==> src/rtl/audio_frame_reader.sv <==
// Read side of the audio CDC FIFO: pops samples into a 2-entry skid buffer and emits a framed valid/ready stream.
// Latency: fifo_rd_en in the first RUN cycle, m_valid the next cycle (FIFO data bypasses an empty buffer).
// Backpressure: m_ready low holds the head sample; reads are throttled so at most 2 samples are buffered or in flight.
// Ports: rd_clk/rd_rst_n clock and async active-low reset; en run request (stops on a frame boundary);
//        sync_clr synchronous flush; fifo_rd_en/fifo_rd_data/fifo_empty FIFO read port (1-cycle read latency);
//        m_valid/m_ready/m_data/m_first/m_last output stream; frame_done pulse on the m_last handshake;
//        busy while a frame is in progress or samples are held.
module audio_frame_reader #(
  parameter int DATA_WIDTH = 16,
  parameter int FRAME_LEN  = 1024,
  parameter int CNT_W      = 10,
  parameter bit SWAP_BYTES = 1'b0
) (
  input  logic                  rd_clk,
  input  logic                  rd_rst_n,
  input  logic                  en,
  input  logic                  sync_clr,
  output logic                  fifo_rd_en,
  input  logic [DATA_WIDTH-1:0] fifo_rd_data,
  input  logic                  fifo_empty,
  output logic                  m_valid,
  input  logic                  m_ready,
  output logic [DATA_WIDTH-1:0] m_data,
  output logic                  m_first,
  output logic                  m_last,
  output logic                  frame_done,
  output logic                  busy
);

  typedef enum logic [1:0] {IDLE, RUN, DRAIN} state_t;

  localparam logic [CNT_W-1:0] CNT_LAST    = CNT_W'(FRAME_LEN - 1);
  localparam logic [CNT_W+1:0] FRAME_LEN_W = (CNT_W+2)'(FRAME_LEN);

  state_t                state_q, state_d;
  logic [CNT_W-1:0]      cnt_q, cnt_d;
  logic [1:0]            occ_q, occ_d;
  logic                  pending_q, pending_d;
  logic [DATA_WIDTH-1:0] buf0_q, buf0_d;
  logic [DATA_WIDTH-1:0] buf1_q, buf1_d;

  logic [DATA_WIDTH-1:0] wr_dat;
  logic                  pop;
  logic                  push;
  logic                  run;
  logic                  room;
  logic                  frame_ok;
  logic [2:0]            inflight;
  logic [CNT_W+1:0]      frame_used;
  logic [1:0]            occ_shift;
  logic [CNT_W-1:0]      cnt_next;

  generate
    if (SWAP_BYTES) begin : g_swap
      assign wr_dat = {fifo_rd_data[7:0], fifo_rd_data[DATA_WIDTH-1:8]};
    end else begin : g_noswap
      assign wr_dat = fifo_rd_data;
    end
  endgenerate

  always_comb begin
    // Head of stream: buffer head if any, else the FIFO word arriving this cycle.
    // A flush cycle presents nothing so the in-flight word can never be accepted.
    m_valid    = !sync_clr && ((occ_q != 2'd0) || pending_q);
    m_data     = '0;
    if (m_valid) begin
      m_data = (occ_q != 2'd0) ? buf0_q : wr_dat;
    end
    m_first    = m_valid && (cnt_q == '0);
    m_last     = m_valid && (cnt_q == CNT_LAST);
    pop        = m_valid && m_ready;
    frame_done = pop && m_last;
    busy       = (cnt_q != '0) || (occ_q != 2'd0) || pending_q;

    run        = (state_q != IDLE);
    inflight   = {1'b0, occ_q} + {2'b00, pending_q} - {2'b00, pop};
    room       = (inflight < 3'd2);
    // With en low, only read what the current frame still needs: cnt plus
    // everything held or in flight must stay below FRAME_LEN.
    frame_used = {2'b00, cnt_q} + {{CNT_W{1'b0}}, occ_q} + {{(CNT_W+1){1'b0}}, pending_q};
    frame_ok   = en || ((cnt_q != '0) && (frame_used < FRAME_LEN_W));
    fifo_rd_en = run && !fifo_empty && !sync_clr && room && frame_ok;

    // Skid buffer: shift on pop, then append the returning word at the tail.
    // A word popped straight off the bypass path is never stored.
    buf0_d    = buf0_q;
    buf1_d    = buf1_q;
    occ_shift = occ_q;
    if (pop && (occ_q != 2'd0)) begin
      buf0_d    = buf1_q;
      occ_shift = occ_q - 2'd1;
    end
    push  = pending_q && !(pop && (occ_q == 2'd0));
    occ_d = occ_shift;
    if (push) begin
      if (occ_shift == 2'd0) begin
        buf0_d = wr_dat;
      end else begin
        buf1_d = wr_dat;
      end
      occ_d = occ_shift + 2'd1;
    end
    pending_d = fifo_rd_en;

    cnt_next = cnt_q;
    if (pop) begin
      cnt_next = (cnt_q == CNT_LAST) ? '0 : cnt_q + 1'b1;
    end
    cnt_d = cnt_next;

    state_d = state_q;
    case (state_q)
      IDLE:  if (en) state_d = RUN;
      // Judge the boundary after this cycle's handshake, so a stop that
      // coincides with the last handshake goes straight to IDLE.
      RUN:   if (!en) state_d = (cnt_next == '0) ? IDLE : DRAIN;
      DRAIN: begin
        if (en) begin
          state_d = RUN;
        end else if (frame_done) begin
          state_d = IDLE;
        end
      end
      default: state_d = IDLE;
    endcase

    if (sync_clr) begin
      occ_d     = 2'd0;
      pending_d = 1'b0;
      cnt_d     = '0;
      state_d   = IDLE;
    end
  end

  always_ff @(posedge rd_clk or negedge rd_rst_n) begin
    if (!rd_rst_n) begin
      state_q   <= IDLE;
      cnt_q     <= '0;
      occ_q     <= 2'd0;
      pending_q <= 1'b0;
      buf0_q    <= '0;
      buf1_q    <= '0;
    end else begin
      state_q   <= state_d;
      cnt_q     <= cnt_d;
      occ_q     <= occ_d;
      pending_q <= pending_d;
      buf0_q    <= buf0_d;
      buf1_q    <= buf1_d;
    end
  end

endmodule

==> config.mk <==
export PLATFORM = sky130hd
export DESIGN_NAME = audio_frame_reader
export DESIGN_NICKNAME = d
export VERILOG_FILES = /design/src/rtl/audio_frame_reader.sv
export SDC_FILE = /design/constraint.sdc
export NUM_CORES = 1
export LEC_CHECK = 0
export ABC_CLOCK_PERIOD_IN_PS = 3600
export BUFFER_PORTS_ARGS = -buffer_cell sky130_fd_sc_hd__buf_2
export CAP_MARGIN = 20
export CORE_ASPECT_RATIO = 1.75
export CORE_UTILIZATION = 50
export DETAILED_ROUTE_END_ITERATION = 10
export PLACE_DENSITY_LB_ADDON = 0.05
export SLEW_MARGIN = 20
export SYNTH_ARGS = -nofsm -noshare
export SYNTH_HDL_FRONTEND = slang
export SYNTH_SLANG_ARGS = --single-unit
==> constraint.sdc <==
create_clock -name rd_clk -period 3.6 [get_ports rd_clk]
set_input_delay 0.72 -clock rd_clk [delete_from_list [all_inputs] [get_ports rd_clk]]
set_output_delay 0.72 -clock rd_clk [all_outputs]
set_load 0.01 [all_outputs]
==> impl_metrics.yaml <==
worst_setup_path:
  cp_max_fo: 5
  reg2reg_slack_ps: 860
  start_kind: "flip-flop"
  max_stage_delay_ps: 430
  reg2reg_depth: 11
  critPathKind: "flip-flop to primary output"
  arrival_ps: 2610
  critPathRequiredTime_ps: 2880
  timing.rr.end: "buf1_q[2]$_DFFE_PN0P_"
  cp-end-kind: "primary output"
  slowest_stage: "dfrtp_2"
  r2r_start: "occ_q[1]$_DFF_PN0_"
  path_cells: "inv_1, ha_1, nor2b_4, nor2_1, ha_1, nand2b_1, fa_1, xnor2_1, o2111ai_1, nor2_1, buf_2"
grt:
  use_met1: 0.240
  grt_pass1_wl_mm: 9.67
  grt.met2_usage: 0.406
  top_usage_layer: "met2"
  antenna_found_initial: 0
  grt_pass1_vias: 2100
  grtUsageMet3: 0.0295
  grt_use_total: 0.216
  grt_max_degree: 48
  grt_overflow_total: 0
timing:
  skew_ps: 6.60
  hold_viol: 0
  tns_ps: 0
  grt_setup_unrepaired: "false"
  period_needed_ps: 3330
  period_share: 0.926
  setup_ws_ps: 266
  setup_viol: 0
  slew_violations: 0
  max_freq_ghz: 0.300
  tightest_slew_ps: 610
  relSlewSlack: 0.593
clock_tree:
  cts_buffers: 5
  cts_root_buf: "clkbuf_8"
  cts_max_path_buffers: 2
  cts_tree: "built"
  postCtsHoldBufs: 0
  clkTransAtPathRegs_ps: 90
  clk_latency_ps: 300
  htree_levels: 2
  clock_sinks: 47
placed_design:
  gp_congestion: 0.861
  io_buffers: 43
  placed_cells: 383
  dp_hpwl_mm: 4.11
  dpl-instance-area_um2: 3040
  dpl_worst_slack_ps: 346
finish:
  drive_above_1_share: 0.270
  final_area_um2: 3170
  antenna_cells: 0
  layout.nets: 348
  layoutNonFillerInstCount: 393
  fin_util: 0.593
  nFillCells: 501
  area_delta_synth_final_pct: 13.5
yosys:
  synth_seq_cells: 47
  async_flop_share: 1.00
  yosysUniqueCellTypes: 56
  yosys.area_share.xor_xnor: 0.0282
  synth_compound_area_frac: 0.105
  synth.avg_cell_area_um2: 10.0
  ys_seq_area_frac: 0.421
  synth.net_count: 309
  yosys_warnings: 0
  synth_adder_area_share: 0.0385
  ys.flop_type: "dfrtp_1"
  netlist_instances: 279
  synth_edf_count: 0
  netlist_area_um2: 2790
  yosys-mux-area-fraction: 0.179
  synthSimpleGateAreaFrac: 0.174
  synth_top_family_by_area: "multiplexers"
run:
  cap_violations: 0
pwr:
  vdd_drop_max_uv: 319
  p_leak_nw: 1.72
  power_density_nw_per_um2: 439
routing:
  first_pass_iters: 4
  totalWireLength_mm: 5.82
  vias: 2159
  drc: 0
  vias_per_cell: 5.49
  wire_per_inst_um: 14.8
  drtIter0Drc: 81
  drtAntennaViolNets: 0
floorplan:
  die_height_um: 101
  chipWidth_um: 58.5
  core-area_um2: 5340
  num_rows: 35
  pin_count: 44
  dieArea_um2: 5900
  start_util: 0.523
status:
  status: "finished, final reports clean"
min_path:
  min_path_type: "input pin to async pin"
[cell families (layout without fill, tap and decap cells)]
logic type | Yosys count | in the layout
AOI/OAI and AO/OA | 45 | 45
xor gates and xnor gates | 9 | 9
adders and majority gates | 8 | 8
buffers and inverters | 29 | 69
DFF | 47 | 47
muxes | 48 | 48
and+or+nand+nor | 93 | 93
[cell type report]
type                    instances  area (um2)  area share
multi-input cells             203        1470       0.463
inverters                       9        33.8      0.0107
clock inverters                 3        46.3      0.0146
clock buffers                   5        68.8      0.0217
repair buffers                 52         285      0.0900
flip-flops and latches         47        1180       0.371
well taps                      74        92.6      0.0292
[power by group]
group / switching [mW] / total [mW] / leakage (nW) / internal [mW]
Sequential: 0.0629 / 0.708 / 0.624 / 0.645
Combinational: 0.135 / 0.286 / 1.04 / 0.151
Clock: 0.187 / 0.397 / 0.0548 / 0.209
Total: 0.385 / 1.39 / 1.72 / 1.01
[worst max-delay path, delay by kind of cell (launching register included)]
kind	cells	cell delay, ps
and+or+nand+nor	4	550
AOI/OAI and AO/OA	1	160
xor gates and xnor gates	1	170
buffers and inverters	2	190
DFF	1	430
adders and majority gates	3	820
[stage by stage]
stage          power, mW  hold slack (ps)
3_3_place_gp       0.995              488
4_1_cts             1.41              514
6_report            1.39              417
3_5_place_dp        1.00              493
5_1_grt             1.47              479
2_1_floorplan      0.923              424
[sequential cells by signal, summed over array words and instances (netlist names)]
name,flops
state_q,2
buf1_q,16
occ_q,2
cnt_q,10
pending_q,1
buf0_q,16
[synth_stat cells, types with 3 or more instances]
cell type / instances / share of area
clkbuf_1: 9 / 0.012
ha_1: 7 / 0.031
dfrtp_1: 47 / 0.42
nand3_1: 5 / 0.0090
xnor2_1: 5 / 0.016
and3_1: 3 / 0.0067
buf_6: 4 / 0.016
nor2_1: 50 / 0.067
nand2b_1: 3 / 0.0067
buf_2: 3 / 0.0054
o21ai_0: 3 / 0.0054
mux2_2: 16 / 0.064
xor2_1: 4 / 0.013
nand2_1: 6 / 0.0081
inv_1: 9 / 0.012
a211oi_1: 3 / 0.0081
nor3_1: 4 / 0.0072
a21oi_1: 22 / 0.039
mux2i_1: 32 / 0.11
[layout by cell type, fill, tap and decap left out, drive strengths merged, types with 3 or more instances in the layout]
cell type / count
a211oi: 4
a21oi: 22
and3: 3
buf: 52
clkbuf: 5
dfrtp: 47
ha: 7
inv: 10
mux2: 16
mux2i: 32
nand2: 6
nand2b: 4
nand3: 5
nor2: 50
nor2b: 3
nor3: 6
o21ai: 4
xnor2: 5
xor2: 4
[what timing repair did]
| item | 4_1_cts | 5_1_grt |
|---|---|---|
| setup buffers | 0 | 2 |
| endpoints found under the setup margin | 0 | 1 |
| resized for setup | 0 | 1 |
[metal layers]
metal  part of all wire  wire length [um]
met2               0.56              3280
met3              0.023               136
met4              0.011                66
met5                  0                 0
met1               0.40              2340
[worst max-delay path by stage]
stage	start	end	slack [ps]	cells past startpoint
after CTS	occ_q[1]$_DFF_PN0_	fifo_rd_en	120	11
final	occ_q[1]$_DFF_PN0_	fifo_rd_en	270	11
after global placement	sync_clr	fifo_rd_en	400	10
after global routing	occ_q[1]$_DFF_PN0_	fifo_rd_en	40	11
after floorplan	sync_clr	fifo_rd_en	340	10
after detailed placement	sync_clr	fifo_rd_en	350	10
Power figures use the tool's default switching activity.
